===== src/rtl/nibble_serial_adder_pkg.sv =====
// ---------------------------------------------------------------------------
// adder_pkg
// Shared definitions for the nibble-serial adder: slice width, FSM state
// encoding and the two's-complement overflow helper.
// ---------------------------------------------------------------------------
package adder_pkg;

    localparam int NIBBLE_W = 4;

    typedef enum logic [1:0] {
        IDLE = 2'd0,
        RUN  = 2'd1,
        DONE = 2'd2
    } adder_state_t;

    // Overflow: operands agree in sign but the result sign differs.
    function automatic logic ovf_calc(input logic a_msb, input logic b_msb, input logic s_msb);
        return (a_msb == b_msb) && (s_msb != a_msb);
    endfunction

endpackage


===== src/rtl/nibble_serial_adder_cla4_slice.sv =====
// ---------------------------------------------------------------------------
// cla4_slice
// Purely combinational 4-bit carry-lookahead adder slice.
// Ports:
//   a[3:0], b[3:0] : addend nibbles
//   ci             : carry in
//   s[3:0]         : sum nibble
//   co             : carry out
// ---------------------------------------------------------------------------
module cla4_slice (
    input  logic [3:0] a,
    input  logic [3:0] b,
    input  logic       ci,
    output logic [3:0] s,
    output logic       co
);

    logic [3:0] w_g;
    logic [3:0] w_p;
    logic [4:0] w_c;

    assign w_g = a & b;
    assign w_p = a ^ b;

    // Carries fully expanded from c(i+1) = g_i | p_i & c_i so that no carry
    // depends on another computed carry.
    assign w_c[0] = ci;
    assign w_c[1] = w_g[0] | (w_p[0] & ci);
    assign w_c[2] = w_g[1] | (w_p[1] & w_g[0]) | (w_p[1] & w_p[0] & ci);
    assign w_c[3] = w_g[2] | (w_p[2] & w_g[1]) | (w_p[2] & w_p[1] & w_g[0])
                  | (w_p[2] & w_p[1] & w_p[0] & ci);
    assign w_c[4] = w_g[3] | (w_p[3] & w_g[2]) | (w_p[3] & w_p[2] & w_g[1])
                  | (w_p[3] & w_p[2] & w_p[1] & w_g[0])
                  | (w_p[3] & w_p[2] & w_p[1] & w_p[0] & ci);

    assign s  = w_p ^ w_c[3:0];
    assign co = w_c[4];

endmodule


===== src/rtl/nibble_serial_adder.sv =====
// ---------------------------------------------------------------------------
// nibble_serial_adder
// Multi-cycle adder: adds two 4*NIBBLES-bit operands one nibble per clock
// through a single carry-lookahead slice, chaining the carry in a register.
// Ports:
//   clk, rst        : clock, synchronous active-high reset
//   start           : request, accepted only while ready=1
//   a_in, b_in, cin : operands and carry-in, sampled on accept
//   ready           : high in IDLE
//   done            : one-cycle pulse, result valid
//   sum, cout, ovf  : result, held from done until the next done
// ---------------------------------------------------------------------------
module nibble_serial_adder
    import adder_pkg::*;
#(
    parameter int NIBBLES = 4
) (
    input  logic                      clk,
    input  logic                      rst,
    input  logic                      start,
    input  logic [NIBBLE_W*NIBBLES-1:0] a_in,
    input  logic [NIBBLE_W*NIBBLES-1:0] b_in,
    input  logic                      cin,
    output logic                      ready,
    output logic                      done,
    output logic [NIBBLE_W*NIBBLES-1:0] sum,
    output logic                      cout,
    output logic                      ovf
);

    localparam int W     = NIBBLE_W * NIBBLES;
    localparam int IDX_W = (NIBBLES > 1) ? $clog2(NIBBLES) : 1;
    localparam logic [IDX_W-1:0] LAST_IDX = IDX_W'(NIBBLES - 1);

    adder_state_t      r_state;
    adder_state_t      w_state_next;
    logic [W-1:0]      r_a;
    logic [W-1:0]      r_b;
    logic [W-1:0]      r_work;
    logic              r_carry;
    logic [IDX_W-1:0]  r_idx;

    logic              w_last;
    logic [NIBBLE_W-1:0] w_a_nib;
    logic [NIBBLE_W-1:0] w_b_nib;
    logic [NIBBLE_W-1:0] w_s_nib;
    logic              w_co;
    logic [W-1:0]      w_work_next;

    assign w_last  = (r_idx == LAST_IDX);
    assign w_a_nib = r_a[NIBBLE_W*r_idx +: NIBBLE_W];
    assign w_b_nib = r_b[NIBBLE_W*r_idx +: NIBBLE_W];

    cla4_slice u_slice (
        .a  (w_a_nib),
        .b  (w_b_nib),
        .ci (r_carry),
        .s  (w_s_nib),
        .co (w_co)
    );

    // Work register with the current nibble replaced; on the last nibble
    // this is the complete result, so the outputs load from it directly.
    always_comb begin
        w_work_next = r_work;
        w_work_next[NIBBLE_W*r_idx +: NIBBLE_W] = w_s_nib;
    end

    // FSM state register.
    always_ff @(posedge clk) begin
        if (rst) begin
            r_state <= IDLE;
        end else begin
            r_state <= w_state_next;
        end
    end

    // FSM next-state decode.
    always_comb begin
        w_state_next = r_state;
        case (r_state)
            IDLE: begin
                if (start) begin
                    w_state_next = RUN;
                end else begin
                    w_state_next = IDLE;
                end
            end
            RUN: begin
                if (w_last) begin
                    w_state_next = DONE;
                end else begin
                    w_state_next = RUN;
                end
            end
            DONE:    w_state_next = IDLE;
            default: w_state_next = IDLE;
        endcase
    end

    // Operand capture, nibble iteration and result registers.
    always_ff @(posedge clk) begin
        if (rst) begin
            r_a     <= '0;
            r_b     <= '0;
            r_work  <= '0;
            r_carry <= 1'b0;
            r_idx   <= '0;
            sum     <= '0;
            cout    <= 1'b0;
            ovf     <= 1'b0;
        end else begin
            case (r_state)
                IDLE: begin
                    if (start) begin
                        r_a     <= a_in;
                        r_b     <= b_in;
                        r_carry <= cin;
                        r_idx   <= '0;
                    end
                end
                RUN: begin
                    r_work  <= w_work_next;
                    r_carry <= w_co;
                    if (w_last) begin
                        sum  <= w_work_next;
                        cout <= w_co;
                        ovf  <= ovf_calc(r_a[W-1], r_b[W-1], w_work_next[W-1]);
                    end else begin
                        r_idx <= r_idx + IDX_W'(1);
                    end
                end
                default: begin
                end
            endcase
        end
    end

    // Handshake outputs decode straight from the state register.
    assign ready = (r_state == IDLE);
    assign done  = (r_state == DONE);

endmodule


===== config.mk =====
export PLATFORM = sky130hd
export DESIGN_NAME = nibble_serial_adder
export DESIGN_NICKNAME = d
export VERILOG_FILES = /design/src/rtl/nibble_serial_adder_pkg.sv /design/src/rtl/nibble_serial_adder_cla4_slice.sv /design/src/rtl/nibble_serial_adder.sv
export SDC_FILE = /design/constraint.sdc
export NUM_CORES = 1
export LEC_CHECK = 0
export CORE_MARGIN = 2
export CORE_UTILIZATION = 35
export DETAILED_ROUTE_END_ITERATION = 6
export GPL_TIMING_DRIVEN = 0
export PLACE_DENSITY = 0.69
export REMOVE_ABC_BUFFERS = 1
export SYNTH_ARGS = -nofsm -noshare
export SYNTH_HDL_FRONTEND = slang
export SYNTH_SLANG_ARGS = --single-unit

===== constraint.sdc =====
create_clock -name clk -period 8.3 [get_ports clk]
set_clock_uncertainty 0.2 [all_clocks]
set_input_delay 1.66 -clock clk [delete_from_list [all_inputs] [get_ports clk]]
set_output_delay 1.66 -clock clk [all_outputs]
set_load 0.05 [all_outputs]

### Yosys cells after proc, flatten, opt, wreduce, memory -nomap -nowiden

Cells that the tools add are included.

* add/sub/neg operators: 2
* multiply operators: 0
* div/mod/pow operators: 0
* magnitude comparators: 0
* equality and inequality tests: 7
* shifts and indexed selects: 4
* muxes and demuxes: 9
* bitwise logic cells: 29
* reductions and logical operators: 7

Operator list (count)
* $neg A4 Y34: 1
* $shift A4 B34 Y16 const A: 1
* $shiftx A4 B34 Y16: 1
* $shiftx A16 B5 Y4: 2
* $and A1 B1 Y1: 16
* $bwmux W16: 1
* $or A1 B1 Y1: 10
* $pmux W2 S2: 2
* $xor A4 B4 Y4: 2
* $mux W2: 3
* $reduce_and A2 Y1: 3
* $and A4 B4 Y4: 1
* $eq A2 B2 Y1 const B: 2
* $ne A2 B2 Y1 const B: 2
* $reduce_and A3 Y1: 1
* $add A2 B1 Y2 const B: 1
* $eq A2 B1 Y1 const B: 1
* $logic_not A2 Y1: 1
* $mux W1: 2
* $pmux W1 S2: 1
* $reduce_bool A2 Y1: 1
* $eq A1 B1 Y1: 1
* $logic_and A1 B1 Y1: 1
* $ne A1 B1 Y1: 1

* register bits after elaboration: 71
* bits in latches: 0
* memory bits (writable): 0
* bits in read-only memories: 0
* bits of input ports: 36
* output and inout port bits: 20
* memories kept: 0

### Logic depth before layout (Yosys ltp)

Gate-level depths: netlist (run 1).

* depth in word-level cells: 11
* mapped depth: 8
* gate-level depth less buffers: 7

### By module

From an unflattened synthesis (run 1), not the netlist that was laid out.

* cells, all modules: 359
* area total of the unflattened synthesis: 3261.9 um^2

By module, submodules not included
* nibble_serial_adder: instances 1, cells an instance 342, area each 3114.2 um^2, seq. area each 1421.4 um^2
* cla4_slice: instances 1, cells an instance 17, area each 147.6 um^2, seq. area each 0.0 um^2

### Worst setup path after synthesis (run 1)

OpenSTA, ideal clock, no wires.

* path type: reg2reg
* from: reg r_idx[0]
* to: reg ovf
* library setup time: 0.120 ns
* arrival: 2.599 ns
* required time: 7.980 ns
* path slack: 5.381 ns
* stages on the path, launching flop included: 9
* buffers on the path: 1
* period minus slack after synthesis: 2.919 ns
* cell sequence: dfxtp_1 buf_2 mux4_2 ha_1 a41oi_1 o21ai_2 xor2_2 a21boi_0 o31a_1

* longest elaborated chain between the ends: 11
* elaborated cells between the ends (all ways): 28

Ends and longest elaborated chain
* start, declared: RTL line nibble_serial_adder.sv:41 `logic [IDX_W-1:0] r_idx;`
* start signal, assigned: RTL line nibble_serial_adder.sv:130 `r_idx <= r_idx + IDX_W'(1);`
* $shiftx A16 B5 Y4 (on tied branches): RTL line nibble_serial_adder.sv:51, nibble_serial_adder.sv:52
* $xor A4 B4 Y4 or $and A4 B4 Y4 (tied branches): RTL line nibble_serial_adder_cla4_slice.sv:23, nibble_serial_adder_cla4_slice.sv:22
* $and A1 B1 Y1 (on tied branches): RTL line nibble_serial_adder_cla4_slice.sv:30, nibble_serial_adder_cla4_slice.sv:31
* $or A1 B1 Y1 (tied with other cells): RTL line nibble_serial_adder_cla4_slice.sv:30 `assign w_c[3] = w_g[2] | (w_p[2] & w_g[1]) | (w_p[2] & w_p[1] & w_g[0])`
* $or A1 B1 Y1 or $and A1 B1 Y1 (tied branches): RTL line nibble_serial_adder_cla4_slice.sv:30, nibble_serial_adder_cla4_slice.sv:31
* $or A1 B1 Y1: RTL line nibble_serial_adder_cla4_slice.sv:31 `| (w_p[2] & w_p[1] & w_p[0] & ci);`
* $xor A4 B4 Y4: RTL line nibble_serial_adder_cla4_slice.sv:36 `assign s = w_p ^ w_c[3:0];`
* $shiftx A4 B34 Y16: RTL line nibble_serial_adder.sv:66 `w_work_next[NIBBLE_W*r_idx +: NIBBLE_W] = w_s_nib;`
* $bwmux W16: RTL line nibble_serial_adder.sv:66
* $ne A1 B1 Y1: RTL line nibble_serial_adder_pkg.sv:18 `return (a_msb == b_msb) && (s_msb != a_msb);`
* $logic_and A1 B1 Y1: RTL line nibble_serial_adder_pkg.sv:18
* end signal, assigned: RTL line nibble_serial_adder.sv:128 `ovf <= ovf_calc(r_a[W-1], r_b[W-1], w_work_next[W-1]);`
* end, declared: RTL line nibble_serial_adder.sv:28 `output logic ovf`

Several ways; a longest one is shown, not always the timed one.
A chain may end at the register's enable or synchronous reset.

### Worst setup path in the final report (run 1)

* from: in start
* to: reg r_idx[1]

* longest elaborated chain between the ends: 2

Ends and longest elaborated chain
* start, declared: RTL line nibble_serial_adder.sv:20 `input logic start,`
* $ne A2 B2 Y1 (no line)
* $reduce_and A3 Y1 (no line)

Every way passes these cells.

==> out/metrics.csv, run 1 <==
metric;value;unit
regToRegStartpoint;r_idx[0];
final-hold-violation-count;0;
hold-path-endpoint;r_b[4];
cts_root_buf;clkbuf_8;
critical_path.reg2reg.endpoint;ovf;
netlist.area_leader.share;46.07;%
final_layout_size_suffix_gt1_share;7.463;%
grt_max_degree;37;
overflow;0;
drv_cap;0;
fin_hold_ws;0.2544;ns
drcViolationCount;0;
reg2reg_depth;7;
vias_per_cell;5.075;
multi_input_area;1536;um2
fin_cells;510;
status;completed;
p_leak;1.402;nW
yosysTopAreaCell;dfxtp_1;
globalRouteTotalUtil;14.82;%
antenna_found_initial;0;
synth.cell_area;3085;um2
setup_ws;4.741;ns
dr.pass1.iters;4;
rrSetupSlack;4.85;ns
vias;2588;
cts_tree;done;
die_y;97.89;um
initial_utilization;35.73;%
hpwl;4631;um
num_io_pins;56;
required;8.30;ns
ant_nets;0;
hold_start;r_b[4];
ir_drop;82.12;uV
seq_area;1421;um2
hold_buffers;0;
clock-sinks;71;
numCtsBuffers;9;
synth_cell_types;34;
end_kind;flop;
yosysSeqAreaShare;46.07;%
die-area;9582;um2
dp_cells;494;
drv_slew;0;
dp_slack;4.390;ns
fmax;0.2810;GHz
clk_latency;0.34;ns
hold_path_class;reg2reg;
pwr_density_cell;188.2;nW/um2
tns;0;ns
start_kind;input port;
slew_headroom;21.29;%
cp.arrival;3.56;ns
gp_congestion;0.7777;
yosys_register_bits;71;
h-tree-depth;3;
post_cts_buffers;0;
final_cell_mix;nand2_1, dfxtp_1, clkdlybuf4s50_1, nor2_1, a21oi_1;
fill_cells;855;
syn_to_final_growth;25.91;%
rsz0062_at_grt;no;
clock_path_buffers;2;
row_count;34;
setup_viol;0;
fp.coreArea;8636;um2
stdcell_area;3885;um2
synthTopCellsByArea;dfxtp_1, nand2_1, a21oi_1;
drtIter0Drc;86;
nets;444;
ys_warn_count;0;
crit_fanout;35;
synth_cells;353;
portBuffers;55;
clkTransAtPathRegs;0.07;ns
cts_resized;0;
wirelength;6640;um
fin_crit_sh;42.88;%
antennaDiodeCount;0;
grt_pass1_vias;2556;
min_period;3.559;ns
wl_per_cell;13.02;um
place_area;3694;um2
crit_type;in2reg;
die_w;97.89;um
worstMarginPinSlew;1.181;ns
grt_pass1_wl;11670;um
hold_path_depth;2;
syn_avg_cell_area;8.741;um2
==> synth_stat cells <==
| library cell | n |
|---|---|
| and2_1 | 4 |
| o31a_1 | 1 |
| a211oi_1 | 15 |
| a21oi_1 | 39 |
| a221o_1 | 1 |
| buf_2 | 5 |
| nor4b_1 | 1 |
| a21o_1 | 1 |
| nor2_1 | 43 |
| nor3_1 | 9 |
| nand2b_1 | 2 |
| nor2b_1 | 6 |
| inv_1 | 9 |
| mux4_2 | 8 |
| a311oi_1 | 2 |
| dfxtp_1 | 71 |
| a32oi_1 | 2 |
| a22oi_1 | 12 |
| xnor2_1 | 2 |
| nand2_1 | 71 |
| a221oi_1 | 8 |
| xor2_2 | 1 |
| fa_1 | 1 |
| o21ai_0 | 1 |
| a21boi_0 | 1 |
| o2111ai_1 | 1 |
| nand3b_1 | 1 |
| nor4b_4 | 1 |
| clkbuf_1 | 18 |
| a41oi_1 | 1 |
| and3_1 | 3 |
| o21ai_2 | 1 |
| inv_2 | 1 |
| ha_1 | 10 |
==> stage by stage <==
stage	util [%]	total power, mW
floorplan	-	0.4309
global placement	42.60	0.4699
detailed placement	42.77	0.4740
CTS	44.96	0.7400
global route	44.99	0.7694
finish	44.99	0.7310
==> per-layer routing <==
metal,up-vias,share of wire (%),global-route usage (%)
met5,-,0,0
met4,0,1.2,5.556
met3,10,5.0,3.937
met2,59,47,24.24
met1,1198,46,18.81
li1,1321,-,-
==> state kept, by name, indices dropped and copies added, names as in the netlist <==
signal,count
r_carry,1
r_work,16
sum,16
r_idx,2
r_state,2
ovf,1
r_a,16
r_b,16
cout,1
==> power breakdown <==
part,switching [mW],internal [mW]
combinational,0.0570,0.0432
sequential,0.0106,0.355
clock,0.127,0.138
total,0.195,0.536
==> layout make-up <==
class,instances,area share (%)
Inverter,10,0.9662
Timing Repair Buffer,56,14.56
Clock buffer,10,3.285
Clock inverter,6,1.578
Sequential cell,71,36.59
Multi-Input combinational cell,249,39.55
Tap cell,108,3.478
==> critical path: stages <==
cell	delay [ns]
clkdlybuf4s50_1	0.48
and2_1	0.91
nor2_1	0.24
a22oi_1	0.22
nor2_1	0.05
==> how the worst max path moves through the flow <==
stage / startpoint / to / slack, ns / cells after the start
after floorplan: start / r_carry / 5.27 / 4
after global placement: rst / ovf / 3.82 / 3
after detailed placement: start / r_carry / 4.39 / 5
after CTS: r_state[1] / done / 4.74 / 2
after global routing: start / r_idx[1] / 4.54 / 5
final: start / r_idx[1] / 4.74 / 5
==> logic make-up (layout without fill, tap and decap cells) <==
logic type	count (synthesis)	after routing	synth area share, %
buf+inv	33	82	4.217
flops	71	71	46.07
compound gates	86	86	18.41
simple gates	141	141	19.67
fa+ha+maj	11	11	4.704
mux	8	8	5.839
xor+xnor	3	3	1.095
Power figures use the tool's default switching activity.
==> run 2: changes to the inputs <==
- clock period: 8.3 -> 3.5 ns (I/O delays scaled with it)
==> run 2 against run 1 <==
Cell count unchanged. Utilization barely moved. Wire length unchanged. Global-route usage is the same. Non-clock buffer count stayed put. Critical endpoint is now ovf. Power rose by 140%. Cell area is essentially flat. Setup slack got worse by 4.4 ns.
==> out/metrics.csv, run 2 (synthesized netlist as in run 1, its figures left out) <==
metric;value;unit
status;completed;
drv_slew;0;
fin_crit_sh;90.08;%
seqPwrFrac;50.0;%
regToRegStartpoint;r_idx[0];
combPwrFrac;13.7;%
antenna_found_initial;0;
worstMarginPinSlew;1.181;ns
die-area;9582;um2
stdcell_area;3886;um2
clk_latency;0.34;ns
grt_pass1_wl;11670;um
h-tree-depth;3;
crit_fanout;16;
crit_type;reg2reg;
final_cell_mix;nand2_1, dfxtp_1, clkdlybuf4s50_1, nor2_1, a21oi_1;
portBuffers;55;
die_y;97.89;um
overflow;0;
row_count;34;
vias_per_cell;5.075;
final_layout_size_suffix_gt1_share;7.711;%
fin_cells;510;
ant_nets;0;
grt_pass1_vias;2556;
syn_to_final_growth;25.95;%
drtIter0Drc;86;
nets;444;
critical_path.reg2reg.endpoint;ovf;
min_period;3.153;ns
globalRouteTotalUtil;14.82;%
place_area;3694;um2
grt_max_degree;37;
wirelength;6640;um
rsz0062_at_grt;no;
cp.arrival;3.18;ns
hold_buffers;0;
drcViolationCount;0;
drv_cap;0;
post_cts_buffers;0;
num_io_pins;56;
p_switching;0.4623;mW
layout_commonest_cell;nand2_1;
clkTransAtPathRegs;0.07;ns
fp.coreArea;8636;um2
die_w;97.89;um
hold_start;r_b[4];
required;3.53;ns
fmax;0.3172;GHz
pwr_density_cell;446.1;nW/um2
initial_utilization;35.73;%
setup_ws;0.3471;ns
hold-path-endpoint;r_b[4];
clock_path_buffers;2;
start_kind;flop;
clkPwrFrac;36.3;%
tns;0;ns
rrSetupSlack;0.35;ns
dp_cells;494;
clock-sinks;71;
dr.pass1.iters;4;
fin_hold_ws;0.2544;ns
cts_tree;done;
antennaDiodeCount;0;
swShare;26.66;%
slew_headroom;21.29;%
wl_per_cell;13.02;um
p_leak;1.402;nW
vias;2588;
hold_path_class;reg2reg;
hold_path_depth;2;
dp_slack;0.01431;ns
gp_congestion;0.7777;
hpwl;4631;um
cts_root_buf;clkbuf_8;
ir_drop;194.7;uV
end_kind;flop;
internal_power;1.271;mW
final-hold-violation-count;0;
reg2reg_depth;7;
numCtsBuffers;9;
setup_viol;0;
[run 2: how the worst max path moves through the flow]
stage | startpoint | to | slack, ns
after floorplan | r_idx[0] | ovf | 0.52
after global placement | rst | ovf | -0.02
after detailed placement | r_idx[0] | ovf | 0.01
after CTS | r_idx[0] | ovf | 0.31
after global routing | r_idx[0] | r_work[10] | 0.11
final | r_idx[0] | ovf | 0.35
[run 2: area by class of cell]
type | instances | area (um2)
clock inverter | 6 | 61.31
multi-input combinational | 249 | 1536
inverter | 10 | 37.54
sequential | 71 | 1423
timing repair buffer | 56 | 565.5
clock buffer | 10 | 127.6
tap | 108 | 135.1
fill | 855 | 4750
[run 2: repair_timing]
item                                    in CTS  in global routing
endpoints found under the setup margin       1                  0
resized for setup                            1                  0
hold endpoints to repair                     0                  0
[run 2: through the flow]
stage	utilization [%]	power, mW
floorplan	-	1.022
global placement	42.60	1.114
detailed placement	42.77	1.124
CTS	44.97	1.755
global route	45.00	1.825
finish	45.00	1.734
[run 2: critical path, cell delays in order, from the launching register on]
cell	delay, ns
dfxtp_2	0.63
mux4_2	0.58
ha_1	0.36
a41oi_1	0.31
o21ai_2	0.14
xor2_2	0.41
a21boi_0	0.16
o31a_1	0.25
[run 2: per-layer routing]
metal	GRT usage (%)	routed length, um	vias up
met3	3.937	332	10
li1	-	-	1321
met5	0	0	-
met2	24.24	3151	59
met4	5.556	78	0
met1	18.81	3077	1198
[run 2: power groups by stage]
stage                     registers, mW  clock network [mW]  logic [mW]
final                             0.868               0.628       0.238
after global routing              0.873               0.686       0.266
after CTS                         0.868               0.649       0.238
after detailed placement          0.887                   0       0.237
after global placement            0.885                   0       0.230
after floorplan                   0.880                   0       0.141
